$ cat config.mk
export PLATFORM = sky130hd
export DESIGN_NAME = spram_march_bist
export DESIGN_NICKNAME = d
export VERILOG_FILES = /design/src/rtl/spram_bist_pkg.sv /design/src/rtl/spram_bist_checker.sv /design/src/rtl/spram_march_bist.sv
export SDC_FILE = /design/constraint.sdc
export NUM_CORES = 1
export LEC_CHECK = 0
export ABC_CLOCK_PERIOD_IN_PS = 3400
export CAP_MARGIN = 0
export CORE_MARGIN = 1
export CORE_UTILIZATION = 35
export DETAILED_ROUTE_END_ITERATION = 16
export HOLD_SLACK_MARGIN = 0.12
export MAX_ROUTING_LAYER = met4
export SETUP_SLACK_MARGIN = 0.4
export SLEW_MARGIN = 0
export SYNTH_ARGS = -nofsm -noshare
export SYNTH_HDL_FRONTEND = slang
export SYNTH_SLANG_ARGS = --single-unit
$ cat constraint.sdc
create_clock -name clk -period 3.4 [get_ports clk]
set_input_delay 0.68 -clock clk [delete_from_list [all_inputs] [get_ports clk]]
set_output_delay 0.68 -clock clk [all_outputs]
set_load 0.005 [all_outputs]
$ cat src/rtl/spram_bist_pkg.sv
// Shared definitions for the single-port RAM March C- BIST.
// Contents: march element enum (M0..M5), RAM op enum, FSM state enum,
// and a per-element descriptor table (address direction, op count, op list).
package spram_bist_pkg;

  typedef enum logic [2:0] {M0, M1, M2, M3, M4, M5} march_elem_e;

  // R0/W0 use the background pattern, R1/W1 use its complement.
  typedef enum logic [1:0] {OP_R0, OP_R1, OP_W0, OP_W1} march_op_e;

  typedef enum logic [1:0] {S_IDLE, S_RUN, S_DRAIN, S_DONE} bist_state_e;

  typedef struct packed {
    logic      down;   // 1 = walk addresses D-1..0
    logic [1:0] nops;  // ops per address (1 or 2)
    march_op_e op0;
    march_op_e op1;    // ignored when nops == 1
  } elem_desc_t;

  // March C-: up(w0) up(r0,w1) up(r1,w0) down(r0,w1) down(r1,w0) up(r0)
  function automatic elem_desc_t elem_desc(input march_elem_e e);
    elem_desc_t d;
    case (e)
      M0:      d = '{down: 1'b0, nops: 2'd1, op0: OP_W0, op1: OP_W0};
      M1:      d = '{down: 1'b0, nops: 2'd2, op0: OP_R0, op1: OP_W1};
      M2:      d = '{down: 1'b0, nops: 2'd2, op0: OP_R1, op1: OP_W0};
      M3:      d = '{down: 1'b1, nops: 2'd2, op0: OP_R0, op1: OP_W1};
      M4:      d = '{down: 1'b1, nops: 2'd2, op0: OP_R1, op1: OP_W0};
      default: d = '{down: 1'b0, nops: 2'd1, op0: OP_R0, op1: OP_R0};
    endcase
    return d;
  endfunction

  function automatic logic op_is_write(input march_op_e op);
    return (op == OP_W0) || (op == OP_W1);
  endfunction

  function automatic logic op_is_one(input march_op_e op);
    return (op == OP_R1) || (op == OP_W1);
  endfunction

endpackage

$ cat src/rtl/spram_bist_checker.sv
// Read-data checker for the March BIST.
// A read issued to the RAM registers its expected value and a check flag;
// the following cycle ram_out is compared against it. Keeps a saturating
// mismatch count and captures address/data/expected of the first mismatch.
// Ports: clk, rst (sync, active-high), clear (new pass), rd_vld/rd_exp/rd_addr
// (read being executed by the RAM this cycle), ram_out, fail_addr, fail_data,
// fail_exp, err_cnt.
module spram_bist_checker #(
  parameter int data_width = 8,
  parameter int addr_width = 6,
  parameter int err_cnt_w  = 8
) (
  input  logic                  clk,
  input  logic                  rst,
  input  logic                  clear,
  input  logic                  rd_vld,
  input  logic [data_width-1:0] rd_exp,
  input  logic [addr_width-1:0] rd_addr,
  input  logic [data_width-1:0] ram_out,
  output logic [addr_width-1:0] fail_addr,
  output logic [data_width-1:0] fail_data,
  output logic [data_width-1:0] fail_exp,
  output logic [err_cnt_w-1:0]  err_cnt
);

  logic                  chk_q;
  logic [data_width-1:0] exp_q;
  logic [addr_width-1:0] addr_q;
  logic                  seen;
  logic                  mismatch;

  assign mismatch = chk_q && (ram_out != exp_q);

  always_ff @(posedge clk) begin
    if (rst || clear) begin
      chk_q     <= 1'b0;
      exp_q     <= '0;
      addr_q    <= '0;
      seen      <= 1'b0;
      fail_addr <= '0;
      fail_data <= '0;
      fail_exp  <= '0;
      err_cnt   <= '0;
    end else begin
      chk_q  <= rd_vld;
      exp_q  <= rd_exp;
      addr_q <= rd_addr;
      if (mismatch) begin
        if (err_cnt != '1) err_cnt <= err_cnt + err_cnt_w'(1);
        if (!seen) begin
          seen      <= 1'b1;
          fail_addr <= addr_q;
          fail_data <= ram_out;
          fail_exp  <= exp_q;
        end
      end
    end
  end

endmodule

$ cat src/rtl/spram_march_bist.sv
// March C- built-in self-test engine for a single-port RAM.
// Drives the RAM data/addr/mode inputs (all registered) one op per cycle,
// checks every read via spram_bist_checker and reports done/pass plus
// first-failure capture and a saturating mismatch count.
// Ports: clk, rst (sync, active-high), start, bg (background pattern),
// ram_data/ram_addr/ram_mode (to RAM), ram_out (from RAM), busy, done, pass,
// fail_addr, fail_data, fail_exp, err_cnt.
module spram_march_bist
  import spram_bist_pkg::*;
#(
  parameter int data_width = 8,
  parameter int addr_width = 6,
  parameter int err_cnt_w  = 8
) (
  input  logic                  clk,
  input  logic                  rst,
  input  logic                  start,
  input  logic [data_width-1:0] bg,
  output logic [data_width-1:0] ram_data,
  output logic [addr_width-1:0] ram_addr,
  output logic                  ram_mode,
  input  logic [data_width-1:0] ram_out,
  output logic                  busy,
  output logic                  done,
  output logic                  pass,
  output logic [addr_width-1:0] fail_addr,
  output logic [data_width-1:0] fail_data,
  output logic [data_width-1:0] fail_exp,
  output logic [err_cnt_w-1:0]  err_cnt
);

  localparam logic [addr_width-1:0] ADDR_MAX = '1;

  bist_state_e           state;
  march_elem_e           elem;
  logic                  op_idx;
  logic [addr_width-1:0] addr;
  logic                  seq_end;   // last op already driven; next RUN cycle idles the RAM
  logic [data_width-1:0] bg_q;
  logic                  rd_vld;    // registered alongside ram_*: the driven op is a read

  elem_desc_t            desc;
  elem_desc_t            nxt_desc;
  march_op_e             cur_op;
  march_elem_e           nxt_elem;
  logic [2:0]            nxt_raw;
  logic                  last_op;
  logic                  last_addr;
  logic                  clear;

  always_comb begin
    desc      = elem_desc(elem);
    cur_op    = op_idx ? desc.op1 : desc.op0;
    last_op   = ({1'b0, op_idx} == (desc.nops - 2'd1));
    last_addr = desc.down ? (addr == '0) : (addr == ADDR_MAX);
    nxt_raw   = elem + 3'd1;
    nxt_elem  = march_elem_e'(nxt_raw);
    nxt_desc  = elem_desc(nxt_elem);
  end

  // busy is low only in IDLE/DONE, so this is exactly an accepted start.
  assign clear = start && !busy;
  assign pass  = done && (err_cnt == '0);

  always_ff @(posedge clk) begin
    if (rst) begin
      state    <= S_IDLE;
      elem     <= M0;
      op_idx   <= 1'b0;
      addr     <= '0;
      seq_end  <= 1'b0;
      bg_q     <= '0;
      rd_vld   <= 1'b0;
      ram_data <= '0;
      ram_addr <= '0;
      ram_mode <= 1'b0;
      busy     <= 1'b0;
      done     <= 1'b0;
    end else begin
      case (state)
        S_IDLE, S_DONE: begin
          ram_data <= '0;
          ram_addr <= '0;
          ram_mode <= 1'b0;
          rd_vld   <= 1'b0;
          if (start) begin
            state   <= S_RUN;
            busy    <= 1'b1;
            done    <= 1'b0;
            bg_q    <= bg;
            elem    <= M0;
            op_idx  <= 1'b0;
            addr    <= '0;
            seq_end <= 1'b0;
          end
        end
        S_RUN: begin
          if (!seq_end) begin
            ram_mode <= op_is_write(cur_op);
            ram_addr <= addr;
            // For reads ram_data carries the expected word into the checker.
            ram_data <= op_is_one(cur_op) ? ~bg_q : bg_q;
            rd_vld   <= !op_is_write(cur_op);
            if (last_op) begin
              op_idx <= 1'b0;
              if (last_addr) begin
                if (elem == M5) begin
                  seq_end <= 1'b1;
                end else begin
                  elem <= nxt_elem;
                  addr <= nxt_desc.down ? ADDR_MAX : '0;
                end
              end else begin
                addr <= desc.down ? addr - addr_width'(1) : addr + addr_width'(1);
              end
            end else begin
              op_idx <= 1'b1;
            end
          end else begin
            ram_data <= '0;
            ram_addr <= '0;
            ram_mode <= 1'b0;
            rd_vld   <= 1'b0;
            state    <= S_DRAIN;
          end
        end
        default: begin  // S_DRAIN: final read is compared this cycle
          state <= S_DONE;
          busy  <= 1'b0;
          done  <= 1'b1;
        end
      endcase
    end
  end

  spram_bist_checker #(
    .data_width(data_width),
    .addr_width(addr_width),
    .err_cnt_w (err_cnt_w)
  ) u_checker (
    .clk      (clk),
    .rst      (rst),
    .clear    (clear),
    .rd_vld   (rd_vld && !ram_mode),
    .rd_exp   (ram_data),
    .rd_addr  (ram_addr),
    .ram_out  (ram_out),
    .fail_addr(fail_addr),
    .fail_data(fail_data),
    .fail_exp (fail_exp),
    .err_cnt  (err_cnt)
  );

endmodule

==> results of run 1 <==
## final cells by class
type                            instances  area [µm²]
Fill cell                            1075        5950
Sequential cell                        85        1700
Clock buffer                           10         128
Multi-Input combinational cell        305        2050
Timing Repair Buffer                   73         713
Inverter                               18        67.6
Clock inverter                          6        55.1
Tap cell                              140         175
## cells in the final DEF, fill, tap and decap left out, drive strengths merged, types with 4 or more instances in the layout
cell type	instances
dfxtp	85
or3	12
a21oi	33
o21ai	9
a211oi	6
clkbuf	10
xnor2	4
xor2	16
clkdlybuf4s50	66
and2	17
buf	7
nand3	6
nor2	55
o22ai	4
inv	21
mux2i	31
nor4	6
nand2	32
a22oi	10
o31ai	6
nand2b	4
ha	14
## power by group through the flow
stage / registers [mW] / logic (mW) / clock network [mW]
after global placement: 1.13 / 0.590 / 0
after global routing: 1.11 / 0.665 / 0.733
after floorplan: 1.11 / 0.413 / 0
after CTS: 1.11 / 0.599 / 0.695
after detailed placement: 1.13 / 0.597 / 0
final: 1.10 / 0.592 / 0.673
## cell families (layout without fill, tap and decap cells)
| kind of cell | count (synthesis) | after routing | share of synthesized area |
|---|---|---|---|
| flops | 85 | 85 | 0.435 |
| simple gates | 154 | 154 | 0.196 |
| xor+xnor | 20 | 20 | 0.0448 |
| mux | 32 | 32 | 0.0832 |
| compound gates | 85 | 85 | 0.154 |
| fa+ha+maj | 14 | 14 | 0.0448 |
| buf+inv | 37 | 107 | 0.0419 |
## how the worst max path moves through the flow
stage               cells after the start                     end  slack [ns]        from
global route                           10                 addr[5]        0.60     elem[0]
finish                                 10                 addr[5]        0.73     elem[0]
global placement                        8  u_checker.fail_data[1]        0.55  ram_out[5]
floorplan                               9                 addr[4]        1.20     elem[0]
CTS                                    10                 addr[5]        0.77     elem[0]
detailed placement                      8   u_checker.fail_exp[4]        0.50  ram_out[5]
## synth_stat cells, types with 2 or more instances
master    instances
a211oi_1          5
a21oi_1          33
a22oi_1          10
a31oi_1           2
and2_1           17
buf_2             5
clkbuf_1         12
dfxtp_1          85
ha_1             14
inv_1            18
mux2i_1          30
nand2_1          32
nand2b_1          4
nand3_1           6
nand3b_1          2
nand4_1           2
nor2_1           55
nor2b_1           2
nor3_1            2
nor3b_1           3
nor4_1            6
nor4b_1           2
o21ai_0           8
o22ai_1           4
o31ai_1           4
o32ai_1           2
or3_1            11
or4_1             3
xnor2_1           4
xor2_1           16
## sequential cells by signal (all words and copies together), names as in the netlist, 6 cells and up
name                 count
u_checker.err_cnt        8
ram_addr                 6
bg_q                     8
addr                     6
u_checker.addr_q         6
u_checker.fail_data      8
u_checker.fail_exp       8
ram_data                 8
u_checker.exp_q          8
u_checker.fail_addr      6
## layer usage
metal / track usage / part of all wire
met5: - / 0
met4: 0.0411 / 0.0043
met3: 0.0272 / 0.042
met2: 0.253 / 0.46
met1: 0.212 / 0.49
## worst min-delay path: cells and delay by family, from the launching register on
family           cells  cell delay [ns]
flip-flops           1             0.33
AND/OR/NAND/NOR      1             0.05
AO/OA/AOI/OAI        1             0.05
## through the flow
step                      cell area, µm²  worst slack (ns)  hold slack [ns]  utilization  power, mW
after floorplan                     3910              1.20            0.440            -       1.53
after global placement              4710             0.549            0.450        0.434       1.72
after detailed placement            4710             0.496            0.459        0.434       1.73
after CTS                           4890             0.766            0.473        0.451       2.40
after global routing                4890             0.601            0.489        0.451       2.51
final                               4890             0.732            0.471        0.451       2.37
==> impl_metrics.tcl, run 1 <==
set metrics [dict create \
    fmax_mhz 375 \
    cts_buffer_depth 2 \
    synthArstFlopShare 0 \
    cts_sinks 85 \
    min_from "bg_q[4]" \
    finalHoldViolCount 0 \
    ios 67 \
    reg2reg_setup_slack_ns 0.73 \
    drt_iter0_drc 137 \
    die_area_um2 11600 \
    reg2reg_depth 10 \
    synth_top_area_share 0.435 \
    period_needed_ns 2.67 \
    cp_cell_sequence "inv_1 -> ha_1 -> mux2i_2 -> inv_1 -> ha_1 -> o21ai_0 -> nand2b_1 -> mux2i_1 -> nor4_1 -> o22ai_1" \
    vias_per_cell 5.02 \
    power.density_nw_per_um2 484 \
    drt-pass1-iter-count 4 \
    slew_headroom 0.429 \
    cts_hold_buf 0 \
    sequentialPowerShare 0.466 \
    r2r_start "elem[0]" \
    track_usage 0.160 \
    syn_avg_cell_area_um2 9.15 \
    p_clk_frac 0.284 \
    setup_viol 0 \
    cts.htree.levels 3 \
    wl_per_cell_um 14.0 \
    antenna_found_initial 0 \
    cpMaxStageDelayCell "dfxtp_1" \
    drt_wl_total_mm 8.90 \
    synthCells 427 \
    comb_power_share 0.250 \
    drv_slew 0 \
    cp-start-kind "flop" \
    yosysSeqAreaShare 0.435 \
    min_path_type "flop to flop" \
    cts_tree "built" \
    insertedDiodeCount 0 \
    grt-ovfl-total 0 \
    cp_top_family "adder cells" \
    start_util 0.361 \
    dp.cells 621 \
    grt_max_degree 33 \
    cpPeakStageDelay_ns 0.46 \
    grt_pass1_wl_mm 14.3 \
    status "complete, no violations" \
    path_class "flop to flop" \
    synth_area_leaders "dfxtp_1 (44%), mux2i_1 (7.7%), nor2_1 (5.3%)" \
    regToRegEndpoint "addr[5]" \
    required_ns 3.61 \
    drive_above_1_share 0.0684 \
    fin_tns_setup_ns 0 \
    synth-edff-count 0 \
    die_h_um 108 \
    nets 525 \
    hold_end "bg_q[4]" \
    netlist_area_um2 3910 \
    critPathCaptureType "flop" \
    fin_crit_sh 0.785 \
    tightest_slew_ns 0.856 \
    skew_ns 0.0177 \
    ys.flop_type "dfxtp_1" \
    place_congestion 0.868 \
    synth.distinct_cells 58 \
    cap_viol_max_count 0 \
    dp_hpwl_mm 6.60 \
    ant_nets 0 \
    syn_nets 460 \
    port_buffers 66 \
    row_count 38 \
    ys_ff_latch 85 \
    p_leak_nw 1.79 \
    coreArea_um2 10800 \
    cts_resized 0 \
    yosysWarningCount 0 \
    power_switching_mw 0.807 \
    hold_depth 2 \
    critical_path_buf_inv_count 2 \
    crit_path_max_fanout 8 \
    cts_setup_buffers 0 \
    grt_pass1_vias 2934 \
    clockRootBuffer "clkbuf_8" \
    fin_cells 637 \
    post-route-drc-count 0 \
    die_w_um 108 \
    num_vias 3196 \
    synth_top_area_cell "dfxtp_1" \
    numCtsBuffers 9 \
    p_int_mw 1.56 \
    worstSkewPairLatency_ns 0.35 \
    cts.clk_slew.worst_paths_ns 0.09 \
    switching_share 0.341 \
    rsz0062_at_grt "false" \
    crit_arrival_ns 2.88 \
    area_delta_synth_final_pct 25.1 \
    worst_ir_drop_vdd_mv 0.354 \
]
No activity file was read; power rests on OpenSTA's default activity.
==> inputs of run 2 (changes only) <==
--- a/config.mk
+++ b/config.mk
@@ -5,7 +5,7 @@
 export SDC_FILE = /design/constraint.sdc
 export NUM_CORES = 1
 export LEC_CHECK = 0
-export ABC_CLOCK_PERIOD_IN_PS = 3400
+export ABC_CLOCK_PERIOD_IN_PS = 2200
 export CAP_MARGIN = 0
 export CORE_MARGIN = 1
 export CORE_UTILIZATION = 35
==> constraint.sdc (replaced) <==
create_clock -name clk -period 2.2 [get_ports clk]
set_input_delay 0.44 -clock clk [delete_from_list [all_inputs] [get_ports clk]]
set_output_delay 0.44 -clock clk [all_outputs]
set_load 0.005 [all_outputs]
==> impl_metrics.tcl, run 2 (same netlist as run 1, synthesis figures left out) <==
set metrics [dict create \
    status "complete, no violations" \
    port_buffers 66 \
    cap_viol_max_count 0 \
    grt_max_degree 27 \
    required_ns 2.44 \
    fin_ws_ns 0.134 \
    dp.cells 637 \
    grt_pass1_wl_mm 15.5 \
    drt_wl_total_mm 9.46 \
    place_ws_ns -0.194 \
    grt-ovfl-total 0 \
    fin_crit_sh 0.939 \
    wl_per_cell_um 14.2 \
    cts_sinks 85 \
    drt-pass1-iter-count 4 \
    reg2reg_depth 7 \
    drv_slew 0 \
    multi_input_area_um2 2410 \
    critPathCaptureType "flop" \
    power.density_nw_per_um2 707 \
    die_h_um 108 \
    grt_pass1_vias 3256 \
    crit_path_max_fanout 6 \
    cp-start-kind "flop" \
    antenna_found_initial 0 \
    slew_headroom 0.487 \
    period_needed_ns 2.07 \
    drive_above_1_share 0.246 \
    timing.hold.ws_ns 0.462 \
    cts.htree.levels 3 \
    worst_ir_drop_vdd_mv 0.485 \
    fin_tns_setup_ns 0 \
    hold_depth 1 \
    min_path_type "flop to flop" \
    ios 67 \
    final_util 0.511 \
    row_count 38 \
    die_area_um2 11600 \
    cts_hold_buf 0 \
    clockRootBuffer "clkbuf_8" \
    final_cell_mix "dfxtp_1 (71), clkdlybuf4s50_1 (57), nor2_1 (55)" \
    insertedDiodeCount 0 \
    reg2reg_setup_slack_ns 0.13 \
    drt_iter0_drc 178 \
    ant_nets 0 \
    finalHoldViolCount 0 \
    crit_arrival_ns 2.31 \
    worstSkewPairLatency_ns 0.36 \
    fmax_mhz 484 \
    cts_buffer_depth 2 \
    die_w_um 108 \
    tightest_slew_ns 0.770 \
    cts.clk_slew.worst_paths_ns 0.10 \
    coreArea_um2 10800 \
    fin_cells 665 \
    track_usage 0.173 \
    area_delta_synth_final_pct 41.7 \
    nets 553 \
    cts_tree "built" \
    n_fill_cell 1007 \
    seqCellArea_um2 1730 \
    post-route-drc-count 0 \
    path_class "flop to flop" \
    final_common_cell "dfxtp_1" \
    skew_ns 0.0123 \
    vias_per_cell 5.04 \
    num_vias 3353 \
    start_util 0.361 \
    place_congestion 0.853 \
    p_leak_nw 2.00 \
    numCtsBuffers 9 \
    rsz0062_at_grt "true" \
    dp_hpwl_mm 6.85 \
    setup_viol 0 \
]
## run 2: cell types whose count changed in the layout (fill, tap and decap cells not counted), moves of 5 or more
cell | previous run | this run
a21oi_1 | 33 | 28
a21oi_2 | 0 | 5
buf_4 | 7 | 29
clkdlybuf4s50_1 | 66 | 57
dfxtp_1 | 85 | 71
dfxtp_2 | 0 | 10
dlygate4sd2_1 | 0 | 8
ha_1 | 14 | 1
ha_4 | 0 | 10
inv_1 | 18 | 13
## run 2: routing by layer
layer / GRT usage / up-vias / wire, µm
li1: - / 1679 / -
met1: 0.214 / 1592 / 4440
met2: 0.281 / 65 / 4530
met3: 0.0327 / 17 / 315
met4: 0.0597 / 0 / 174
met5: - / - / 0
## run 2: worst max-delay path, stage by stage, from the launching register on
cell and delay [ns]:
dfxtp_4 0.42, ha_2 0.27, nor3_4 0.07, or3_4 0.35
a31o_2 0.32, o31ai_4 0.27, buf_6 0.16, o32ai_2 0.08
## run 2: layout make-up
cell class	count	area share
clock buffer	9	0.0224
inverter	18	0.0136
sequential	85	0.312
clock inverter	7	0.0133
tap	140	0.0316
multi-input combinational	305	0.436
timing repair buffer	101	0.171
## run 2: worst paths after layout
kind,start,to
setup / recovery,elem[0],addr[2]
hold / removal,ram_mode,u_checker.chk_q
setup reg to reg,elem[0],addr[2]
hold reg to reg,ram_mode,u_checker.chk_q
## run 2: timing repair
item | 4_1_cts | 5_1_grt
gates resized for setup | 45 | 38
pin swaps | 17 | 13
gates cloned | 0 | 0
buffers inserted | 10 | 2
setup endpoints to repair | 40 | 36
## run 2: power by group
part           internal (mW)  switching, mW  leakage, nW
clock network          0.447          0.642        0.101
registers               1.63         0.0856        0.695
logic                  0.488          0.625         1.20
total                   2.56           1.35         2.00
## run 2: metrics by stage
stage | total power, mW | cell area (µm²)
global route | 4.14 | 5540
floorplan | 2.42 | 4010
detailed placement | 2.79 | 4940
CTS | 3.92 | 5360
finish | 3.91 | 5540
global placement | 2.78 | 4940
==> inputs of run 3 (changes only) <==
--- a/config.mk
+++ b/config.mk
@@ -9,6 +9,7 @@
 export CAP_MARGIN = 0
 export CORE_MARGIN = 1
 export CORE_UTILIZATION = 35
+export CTS_CLUSTER_DIAMETER = 80
 export DETAILED_ROUTE_END_ITERATION = 16
 export HOLD_SLACK_MARGIN = 0.12
 export MAX_ROUTING_LAYER = met4
==> results of run 3 <==
Same layout as run 2: the final DEF is identical, and so are final timing and power.
